File: config.mk
export PLATFORM = sky130hd
export DESIGN_NAME = ps2_keycode_receiver
export DESIGN_NICKNAME = d
export VERILOG_FILES = /design/src/rtl/ps2_pkg.sv /design/src/rtl/ps2_line_filter.sv /design/src/rtl/ps2_keycode_receiver.sv
export SDC_FILE = /design/constraint.sdc
export NUM_CORES = 1
export LEC_CHECK = 0
export BUFFER_PORTS_ARGS = -buffer_cell sky130_fd_sc_hd__buf_2
export CAP_MARGIN = 20
export CORE_ASPECT_RATIO = 1.75
export CORE_MARGIN = 4
export CORE_UTILIZATION = 25
export CTS_CLUSTER_DIAMETER = 60
export DETAILED_ROUTE_END_ITERATION = 10
export GPL_TIMING_DRIVEN = 0
export PLACE_DENSITY = 0.42
export SLEW_MARGIN = 30
export SYNTH_ARGS = -nofsm -noshare
export SYNTH_HDL_FRONTEND = slang
export SYNTH_HIERARCHICAL = 1
export SYNTH_SLANG_ARGS = --single-unit
File: constraint.sdc
create_clock -name clk -period 2.35 [get_ports clk]
set_clock_uncertainty 0.2 [all_clocks]
set_input_delay 0.47 -clock clk [delete_from_list [all_inputs] [get_ports clk]]
set_output_delay 0.47 -clock clk [all_outputs]
set_load 0.01 [all_outputs]
File: src/rtl/ps2_pkg.sv
// Shared PS/2 receive definitions: FSM state encoding and protocol byte constants.
// No logic; imported by the receiver and its bench.
package ps2_pkg;

    typedef enum logic [1:0] {
        IDLE   = 2'd0,
        DATA   = 2'd1,
        PARITY = 2'd2,
        STOP   = 2'd3
    } ps2_state_t;

    localparam logic [7:0] PS2_BREAK      = 8'hF0;
    localparam logic [7:0] PS2_EXTENDED   = 8'hE0;
    localparam int         PS2_FRAME_BITS = 11;

endpackage

File: src/rtl/ps2_line_filter.sv
// Purpose: 2-FF synchronise a raw PS/2 line, reject pulses shorter than FILTER_LEN, strobe filtered falls.
// Latency: 2 sync cycles + FILTER_LEN run samples + 1 register to level_out/fall_edge.
// Backpressure: none; free-running sampler, fall_edge is a one-cycle strobe.
module ps2_line_filter #(
    parameter int FILTER_LEN = 8
) (
    input  logic clk,
    input  logic rst_n,
    input  logic raw_in,
    output logic level_out,
    output logic fall_edge
);

    localparam int CW = $clog2(FILTER_LEN + 1);

    logic          sync_q1;
    logic          sync_q2;
    logic [CW-1:0] run_cnt;

    always_ff @(posedge clk or negedge rst_n) begin
        if (!rst_n) begin
            sync_q1   <= 1'b1;
            sync_q2   <= 1'b1;
            level_out <= 1'b1;
            run_cnt   <= '0;
            fall_edge <= 1'b0;
        end else begin
            sync_q1   <= raw_in;
            sync_q2   <= sync_q1;
            fall_edge <= 1'b0;
            // Any sample that agrees with the filtered level restarts the run.
            if (sync_q2 != level_out) begin
                if (run_cnt == CW'(FILTER_LEN - 1)) begin
                    level_out <= sync_q2;
                    run_cnt   <= '0;
                    fall_edge <= ~sync_q2;
                end else begin
                    run_cnt <= run_cnt + CW'(1);
                end
            end else begin
                run_cnt <= '0;
            end
        end
    end

endmodule

File: src/rtl/ps2_keycode_receiver.sv
// Purpose: receive PS/2 device-to-host frames and shift each good byte into a 32-bit scancode history.
// Latency: keycode/keycode_valid/parity_err/frame_err update 1 cycle after the stop-bit fall strobe.
// Backpressure: none; the keyboard cannot be stalled, pulses are single-cycle and must be consumed.
module ps2_keycode_receiver
    import ps2_pkg::*;
#(
    parameter int FILTER_LEN     = 8,
    parameter int TIMEOUT_CYCLES = 20000
) (
    input  logic        clk,
    input  logic        rst_n,
    input  logic        ps2_clk,
    input  logic        ps2_data,
    output logic [31:0] keycode,
    output logic        keycode_valid,
    output logic        parity_err,
    output logic        frame_err
);

    localparam int TW = $clog2(TIMEOUT_CYCLES + 1);

    logic          clk_lvl;
    logic          clk_fall;
    logic          bit_strobe;
    logic          data_q1;
    logic          data_s;

    ps2_state_t    state_q, state_d;
    logic [2:0]    bit_cnt_q, bit_cnt_d;
    logic [7:0]    shreg_q, shreg_d;
    logic          parity_q, parity_d;
    logic [TW-1:0] tcnt_q, tcnt_d;
    logic [31:0]   keycode_d;
    logic          valid_d;
    logic          perr_d;
    logic          ferr_d;
    logic          timeout;

    ps2_line_filter #(
        .FILTER_LEN(FILTER_LEN)
    ) u_clk_filt (
        .clk       (clk),
        .rst_n     (rst_n),
        .raw_in    (ps2_clk),
        .level_out (clk_lvl),
        .fall_edge (clk_fall)
    );

    // Data is only synchronised: it is sampled a full filter delay after the
    // pin edge, deep inside the bit's stable window.
    always_ff @(posedge clk or negedge rst_n) begin
        if (!rst_n) begin
            data_q1 <= 1'b1;
            data_s  <= 1'b1;
        end else begin
            data_q1 <= ps2_data;
            data_s  <= data_q1;
        end
    end

    assign bit_strobe = clk_fall & ~clk_lvl;

    always_comb begin
        state_d   = state_q;
        bit_cnt_d = bit_cnt_q;
        shreg_d   = shreg_q;
        parity_d  = parity_q;
        tcnt_d    = '0;
        keycode_d = keycode;
        valid_d   = 1'b0;
        perr_d    = 1'b0;
        ferr_d    = 1'b0;
        timeout   = 1'b0;

        if (state_q != IDLE) begin
            tcnt_d  = bit_strobe ? '0 : tcnt_q + TW'(1);
            timeout = !bit_strobe && (tcnt_q == TW'(TIMEOUT_CYCLES - 1));
        end

        case (state_q)
            IDLE: begin
                if (bit_strobe && !data_s) begin
                    state_d   = DATA;
                    bit_cnt_d = 3'd0;
                end
            end
            DATA: begin
                if (bit_strobe) begin
                    shreg_d   = {data_s, shreg_q[7:1]};
                    bit_cnt_d = bit_cnt_q + 3'd1;
                    if (bit_cnt_q == 3'd7) begin
                        state_d = PARITY;
                    end
                end
            end
            PARITY: begin
                if (bit_strobe) begin
                    parity_d = data_s;
                    state_d  = STOP;
                end
            end
            STOP: begin
                if (bit_strobe) begin
                    // Bad parity is reported even when the stop bit is also wrong.
                    if (!(^{shreg_q, parity_q})) begin
                        perr_d = 1'b1;
                    end else if (!data_s) begin
                        ferr_d = 1'b1;
                    end else begin
                        keycode_d = {keycode[23:0], shreg_q};
                        valid_d   = 1'b1;
                    end
                    state_d = IDLE;
                end
            end
            default: state_d = IDLE;
        endcase

        if (timeout) begin
            state_d = IDLE;
            tcnt_d  = '0;
            ferr_d  = 1'b1;
        end
    end

    always_ff @(posedge clk or negedge rst_n) begin
        if (!rst_n) begin
            state_q       <= IDLE;
            bit_cnt_q     <= 3'd0;
            shreg_q       <= 8'h00;
            parity_q      <= 1'b0;
            tcnt_q        <= '0;
            keycode       <= 32'h0;
            keycode_valid <= 1'b0;
            parity_err    <= 1'b0;
            frame_err     <= 1'b0;
        end else begin
            state_q       <= state_d;
            bit_cnt_q     <= bit_cnt_d;
            shreg_q       <= shreg_d;
            parity_q      <= parity_d;
            tcnt_q        <= tcnt_d;
            keycode       <= keycode_d;
            keycode_valid <= valid_d;
            parity_err    <= perr_d;
            frame_err     <= ferr_d;
        end
    end

endmodule

After elaboration in Yosys (flattened, before gate mapping)
Cells that the tools add are included.
Operators by class
  add/subtract/negate cells: 3
  eq/ne operators: 14
  multiplexer cells: 30
  bitwise gates (word level): 3
  reduce and logical (&&, ||, !) cells: 14
Operators by type and width (number)
  $mux 15: 3
  $add 15x1->15 const B: 1
  $eq 15x15->1 const B: 1
  $mux 1: 15
  $ne 3x3->1 const B: 5
  $mux 2: 6
  $reduce_xor 9->1: 1
  $mux 4: 2
  $pmux 2 s4: 1
  $mux 3: 2
  $pmux 3 s2: 1
  $reduce_and 2->1: 3
  $reduce_and 5->1: 1
  $add 4x1->4 const B: 1
  $eq 2x2->1 const B: 2
  $eq 4x3->1 const B: 1
  $ne 2x2->1 const B: 2
  $reduce_and 4->1: 1
  $reduce_bool 2->1: 2
  $add 3x1->3 const B: 1
  $eq 3x3->1 const B: 1
  $reduce_and 3->1: 1
  $eq 2x1->1 const B: 1
  $logic_and 1x1->1: 2
  other kinds (5): 7
Word-level totals
  register bits: 74
  input port bits: 4

Depth between registers and ports, before layout
Gate-level depths: netlist (run 1).
  depth in word-level cells: 7
  mapped depth: 7

Cells and area by module
The synthesis (run 1) kept the hierarchy.
By module, submodules not included
  ps2_keycode_receiver: times used 1, cells each 221, area an instance 2989.1 um^2, sequential area each 1654.1 um^2
  ps2_line_filter: times used 1, cells each 21, area an instance 321.6 um^2, sequential area each 203.9 um^2

Worst setup path after synthesis (run 1)
Ideal clock, no wire load.
  path kind: register -> register
  start point: register shreg_q[1]
  end point: register keycode[0]
  arrival: 1876 ps
  required time: 2025 ps
  path slack: 149 ps
  cell stages (with the launch flop): 7
  buffers on the path: 1
  clock period less this slack: 2201 ps
  cells stage by stage: dfrtp_1 xnor2_1 xnor3_1 xnor2_2 nand4_4 buf_6 mux2_4
Between the ends
  cells in the longest elaborated chain, start to end: 2
Ends and longest elaborated chain
  start: declaration: line ps2_keycode_receiver.sv:30  | logic [7:0] shreg_q, shreg_d;
  start signal: assignment: line ps2_keycode_receiver.sv:140  | shreg_q <= shreg_d;
  $reduce_xor 9->1: line ps2_keycode_receiver.sv:105  | if (!(^{shreg_q, parity_q})) begin
  $reduce_and 4->1 (no source line)
  end signal: assignment: line ps2_keycode_receiver.sv:143  | keycode <= keycode_d;
  end: declaration: line ps2_keycode_receiver.sv:14  | output logic [31:0] keycode,
No other way between the ends.
A chain may end at the register's enable or synchronous reset.

Worst setup path after layout (run 1)
  start point: register shreg_q[6]
  end point: register keycode[10]
The elaborated chain is that of the path after synthesis.

==> metrics, run 1 <==
crit-path cells xnor2_1, xnor3_2, xnor2_4, nand4_4, buf_4, buf_8, mux2_4; Die Area approximately 15000 µm²; largest net degree at the start of global routing 42; CP max stage cell xnor3_2; TritonCTS clock tree yes; CP delay by family, top XOR/XNOR gates; Worst setup EP type flop; Internal Power 2360 µW; power per standard cell area about 770 nW/µm²; fmax between 400 and 500 MHz; clk sinks 74; outcome finished, violations left; Clk Latency, worst-skew pair between 0.3 and 0.4 ns; vias per inst ~4.2; initial antenna violation count 0; GP Congestion 0.736; Global Route Usage Sum 0.0945; Max-cap violations 0; Overflow after GRT 0; crit path buf inv count 2; area grow syn2layout 27.8%; VDD IR max 0.261 mV; Slew Limit Fails 0; hold_ws roughly 0.042 ns; total power draw 3250 µW; final hold vios 0; DRC errors left 0; final worst path period share 1.00; Layout Utilization 0.327; Nets ~320; synth warn 6; post-synthesis sequential area ratio 0.561; Logic pwr share 0.133; Slew @ Worst Pin roughly 0.55 ns; routed wire length about 6.7 mm; average wire per cell in the routed design 14.0 µm; vias in the first global route between 2000 and 2500; Crit path required time 2.37 ns; Max stage delay on crit path ~0.50 ns; Yosys reg bits 74; number of CTS-inserted buffers 9; Setup WS post-layout -0.00940 ns; Syn Nets 254; H-tree levels 3; Reg clk slew, reported paths 0.06 ns; Post-DP HPWL around 4.6 mm; crit path DAT roughly 2.4 ns; failing checks setup timing; Root Driver clkbuf_16; normalized max-slew margin 0.630; # diodes 0; WS Path Type reg -> reg; critical path fanouts, max 10; Sw Share 0.274; die height 160 µm; Core Rows 55; Syn Inst Count around 240; # IOs 39; Hold WC Path Type in -> reg; Seq pwr share 0.441; share of cells above drive strength 1 0.405; first-pass GRT wire length 10.9 mm; CTS Buffer Depth 2; cell leakage power about 0.0022 µW; Core Area between 10000 and 15000 µm²; antenna-violating nets left 0; distinct cell type count after synthesis 36; setup slack, reg-to-reg -0.009 ns; Final min period around 2.4 ns; final setup violation count 17; routed vias between 2000 and 2500; Cell Area, Synth 3310 µm²; Initial Utilization 0.256; Clk pwr share 0.426; unrepaired setup endpoints after global routing true; Syn Area/Cell ~14 µm²; DR pass1 iterations 4; net switching power around 900 µW; I/O Buffers 38; CP startpoint kind flop; DR iter-0 viols 103; die outline width about 95 µm
## state kept, by name, indices dropped and copies added, names as in the netlist
signal,count
u_clk_filt/run_cnt,4
keycode,32
u_clk_filt/level_out,1
u_clk_filt/fall_edge,1
parity_err,1
bit_cnt_q,3
tcnt_q,15
data_s,1
data_q1,1
parity_q,1
keycode_valid,1
shreg_q,8
u_clk_filt/sync_q1,1
state_q,2
frame_err,1
u_clk_filt/sync_q2,1
## synthesized netlist by cell type
cell type / instances / area (µm²)
or3_1: 3 / 18.8
or2_2: 1 / 6.26
mux2i_1: 1 / 10.0
nor2b_1: 4 / 25.0
nor4_1: 1 / 6.26
mux2_4: 30 / 450
xnor2_1: 9 / 78.8
a31oi_1: 1 / 6.26
nor3_1: 4 / 20.0
xnor2_2: 2 / 32.5
nand3b_4: 1 / 20.0
ha_1: 8 / 100
and3_1: 4 / 25.0
a211oi_1: 1 / 7.51
nor3b_2: 1 / 12.5
nor3b_1: 3 / 22.5
nand2_1: 14 / 52.6
dfstp_2: 5 / 131
clkbuf_1: 4 / 15.0
xnor3_1: 1 / 22.5
nand4_4: 1 / 21.3
a22o_1: 3 / 26.3
a21oi_1: 3 / 15.0
buf_6: 3 / 33.8
nand3_1: 6 / 30.0
and4_1: 1 / 8.76
nor2_1: 19 / 71.3
a32oi_1: 1 / 8.76
dfrtp_1: 69 / 1730
xor2_1: 8 / 70.1
a2bb2oi_1: 1 / 8.76
nand2b_1: 1 / 6.26
o21ai_0: 6 / 30.0
inv_1: 5 / 18.8
mux2_2: 13 / 146
nand4_1: 4 / 25.0
## metrics by stage
step	instances	setup TNS, ns	cell area (µm²)	worst slack (ns)
2_1_floorplan	242	0	3310	0.149
3_3_place_gp	451	-3.32	3710	-0.122
3_5_place_dp	452	-3.92	3740	-0.138
4_1_cts	476	-1.25	4190	-0.0702
5_1_grt	480	-2.70	4230	-0.107
6_report	480	-0.0650	4230	-0.00940
## final timing paths
path | to | depth (start not counted) | startpoint
worst max-delay path | keycode[10] | 7 | shreg_q[6]
worst min-delay path | data_q1 | 1 | ps2_data
worst max register to register | keycode[10] | 7 | shreg_q[6]
worst min register to register | u_clk_filt/sync_q2 | 0 | u_clk_filt/sync_q1
max in group asynchronous | parity_q | 3 | rst_n
min in group asynchronous | keycode[20] | 2 | rst_n
## layout make-up
cell class / instances / area, µm²
Timing Repair Buffer: 52 / 373
Fill cell: 1325 / 8710
Multi-Input combinational cell: 156 / 1400
Inverter: 5 / 18.8
Clock buffer: 9 / 225
Sequential cell: 74 / 1860
Clock inverter: 7 / 77.6
Tap cell: 171 / 214
Buffer: 6 / 66.3
## worst reg2reg max path, cell delays in order (launching register included)
cell and delay, ns:
dfrtp_1 0.39, xnor2_1 0.16, xnor3_2 0.50, xnor2_4 0.19, nand4_4 0.16, buf_4 0.20
buf_8 0.14, mux2_4 0.30
## cell families (layout without fill, tap and decap cells)
group / Yosys count / in the layout / share of synthesized area
adder cells (fa/ha/maj): 8 / 8 / 0.0302
AO/OA/AOI/OAI: 16 / 16 / 0.0310
AND/OR/NAND/NOR: 68 / 68 / 0.112
multiplexers: 44 / 44 / 0.183
buffers and inverters: 12 / 79 / 0.0204
flip-flops: 74 / 74 / 0.561
XOR/XNOR: 20 / 20 / 0.0616
## power by group through the flow
stage          logic (µW)  registers [µW]  clock network [µW]
3_5_place_dp          453            1460                   0
3_3_place_gp          435            1450                   0
2_1_floorplan         322            1440                   0
5_1_grt               503            1450                1490
4_1_cts               441            1430                1440
6_report              433            1430                1380
## metal layers
layer | wire, µm | part of all wire | GRT usage | up-vias
li1 | - | - | - | 961
met4 | 99 | 0.015 | 0.0394 | 0
met3 | 343 | 0.051 | 0.0330 | 6
met5 | 0 | 0 | 0 | -
met2 | 3690 | 0.55 | 0.165 | 42
met1 | 2570 | 0.38 | 0.101 | 1015
## layout by cell type (no fill, tap or decap), types with 4 or more instances in the layout
master / count
dfrtp_1: 69
buf_2: 37
mux2_4: 30
nor2_1: 19
nand2_1: 14
mux2_2: 13
xnor2_1: 9
clkbuf_16: 9
xor2_1: 8
ha_1: 8
buf_4: 8
nand3_1: 6
o21ai_0: 6
inv_1: 5
dfstp_2: 5
nor2b_1: 4
and3_1: 4
nand4_1: 4
nor3_1: 4
buf_12: 4
## repair_timing
item / CTS / global route
endpoints found under the hold margin: 35 / 0
setup endpoints to repair: 39 / 34
cloned: 2 / 0
buffers inserted: 6 / 4
hold buffers: 1 / 0
resized for setup: 7 / 5
pin swaps: 4 / 0
Note: power is estimated with default switching activity, not from simulation.
==> run 2, diff against run 1 <==
--- a/config.mk
+++ b/config.mk
@@ -12,7 +12,7 @@
 export CORE_UTILIZATION = 25
 export CTS_CLUSTER_DIAMETER = 60
 export DETAILED_ROUTE_END_ITERATION = 10
-export GPL_TIMING_DRIVEN = 0
+export GPL_TIMING_DRIVEN = 1
 export PLACE_DENSITY = 0.42
 export SLEW_MARGIN = 30
 export SYNTH_ARGS = -nofsm -noshare
==> run 2 against run 1 <==
  * The run now ends clean
  * Core utilization fell by 0.97 points
  * First-iteration DRC count shrank 55%
  * Fmax is 5.7% higher
  * Critical path depth down 1
  * Critical path type unchanged
  * Critical endpoint is now keycode[8]
==> metrics, run 2 (same netlist as run 1, synthesis figures left out) <==
Global Route Usage Sum 0.0901 (was 0.0945); antenna-violating nets left 0 (unchanged); die outline width 95.0 µm (unchanged); worst r2r src shreg_q[1] (was shreg_q[6]); share of cells above drive strength 1 0.392 (was 0.405); DRC errors left 0 (unchanged); R2R cell count 6 (was 7); Overflow after GRT 0 (unchanged); routed wire length 6.33 mm (was 6.70 mm); crit path from shreg_q[1] (was shreg_q[6]); setup_tns 0 ns (was -0.0650 ns); final worst path period share 0.950 (was 1.00); Slew @ Worst Pin 0.539 ns (was 0.555 ns); setup slack, reg-to-reg 0.12 ns (was -0.009 ns); average wire per cell in the routed design 13.4 µm (was 14.0 µm); Post-DP HPWL 4.45 mm (was 4.56 mm); I/O Buffers 38 (unchanged); Slew Limit Fails 0 (unchanged); final hold vios 0 (unchanged); outcome complete, no violations (was finished, violations left); Core Area 12900 µm² (unchanged); cell leakage power 0.00216 µW (was 0.00223 µW); Hold WC Path Type in -> reg (unchanged); clk sinks 74 (unchanged); normalized max-slew margin 0.641 (was 0.630); placed cells 455 (was 452); Setup WS post-layout 0.118 ns (was -0.00940 ns); leading cell types in the layout, fill and taps excluded dfrtp_1, buf_2, mux2_4 (unchanged); final setup violation count 0 (was 17); GP Congestion 0.714 (was 0.736); Final min period 2.23 ns (was 2.36 ns); fmax 448 MHz (was 424 MHz); # diodes 0 (unchanged); initial antenna violation count 0 (unchanged); DR iter-0 viols 46 (was 103); DR WL met3 269 µm (was 343 µm); first-pass GRT wire length 10.6 mm (was 10.9 mm); r2r endpoint keycode[8] (was keycode[10]); die height 160 µm (unchanged); hold_ws 0.0371 ns (was 0.0417 ns); number of CTS-inserted buffers 9 (unchanged); Max stage delay on crit path 0.45 ns (was 0.50 ns); power per standard cell area 814 nW/µm² (was 768 nW/µm²); vias in the first global route 2117 (was 2074); routed vias 2025 (was 2024); WL met1 2.53 mm (was 2.57 mm); Largest register FFs 32 (unchanged); Final Cell Area 4110 µm² (was 4230 µm²); Place WS 0.112 ns (was -0.138 ns); Clk Latency, worst-skew pair 0.33 ns (about the same); Top Registers keycode: 32 flops, tcnt_q: 15 flops, shreg_q: 8 flops (unchanged); Die Area 15200 µm² (unchanged); CP startpoint kind flop (unchanged); Root Driver clkbuf_16 (unchanged); Initial Utilization 0.256 (unchanged); Non-Filler Instances 472 (was 480); # IOs 39 (unchanged); crit path DAT 2.25 ns (was 2.38 ns); DP Area 3780 µm² (was 3740 µm²); Core Rows 55 (unchanged); critical path fanouts, max 9 (was 10); TritonCTS clock tree yes (unchanged); CP max stage cell xnor3_1 (was xnor3_2); largest net degree at the start of global routing 41 (was 42); Reg clk slew, reported paths 0.06 ns (about the same); routed wl met2 3.36 mm (was 3.69 mm); Reg with most FFs keycode (unchanged); area grow syn2layout 24.0% (was 27.8%); Top Metal Used met4 (unchanged); Worst setup EP type flop (unchanged); Crit path required time 2.37 ns (about the same); Max-cap violations 0 (unchanged); DR pass1 iterations 4 (unchanged); most common cell after layout, fill and taps aside dfrtp_1 (unchanged); H-tree levels 3 (unchanged); unrepaired setup endpoints after global routing false (was true); WS Path Type reg -> reg (unchanged); # Post-CTS Setup Buffers 0 (was 6); crit-path cells xnor2_1, xnor3_1, xnor2_2, nand4_4, buf_4, mux2_4 (was xnor2_1, xnor3_2, xnor2_4, nand4_4, buf_4, buf_8, mux2_4); vias per inst 4.29 (was 4.22); CTS Buffer Depth 2 (unchanged); VDD IR max 0.306 mV (was 0.261 mV); Nets 308 (was 316); Worst Setup EP keycode[8] (was keycode[10])
run 2: cell types whose count changed in the layout (fill, tap and decap cells not counted), moves of 2 or more:
cell,before,now
clkinv_4,3,1
buf_6,2,0
buf_4,8,10
buf_16,2,0
buf_12,4,2
run 2: cell type report:
class | count | area (µm²)
clock buffer | 10 | 229
clock inverter | 6 | 90.1
fill | 1343 | 8830
inverter | 5 | 18.8
multi-input combinational | 156 | 1390
sequential | 74 | 1860
tap | 171 | 214
timing repair buffer | 50 | 310
run 2: timing repair:
| action | CTS | global route |
|---|---|---|
| gates resized for setup | 0 | 0 |
| hold buffers | 1 | 0 |
| hold endpoints to repair | 34 | 0 |
run 2: how the worst min path moves through the flow:
stage	from	end	slack, ns	cells after the start
global placement	u_clk_filt/sync_q1	u_clk_filt/sync_q2	0.15	0
CTS	ps2_clk	u_clk_filt/sync_q1	0.02	1
global route	ps2_data	data_q1	0.02	1
detailed placement	u_clk_filt/sync_q1	u_clk_filt/sync_q2	0.15	0
floorplan	rst_n	bit_cnt_q[0]	-0.03	0
finish	ps2_clk	u_clk_filt/sync_q1	0.04	1
run 2: metrics by stage:
stage / util / power (µW)
after global routing: 0.317 / 3520
after floorplan: - / 1760
after CTS: 0.317 / 3410
after global placement: 0.292 / 1900
after detailed placement: 0.292 / 1910
final: 0.317 / 3340
run 2: routing by layer:
layer	global-route usage	up-vias
met5	0	-
met4	0.0493	0
met3	0.0226	11
met2	0.155	40
met1	0.0992	1027
li1	-	947
run 2: worst max-delay path, delay by kind of cell, from the launching register on:
family        cells  cell delay [ns]
flops             1             0.41
mux               1             0.30
simple gates      1             0.14
xor+xnor          3             0.85
buf+inv           1             0.22
run 2: power breakdown:
group          leakage [µW]  internal, µW  switching, µW
combinational       0.00100           188            252
sequential          0.00101          1360           75.9
clock              0.000153           933            537
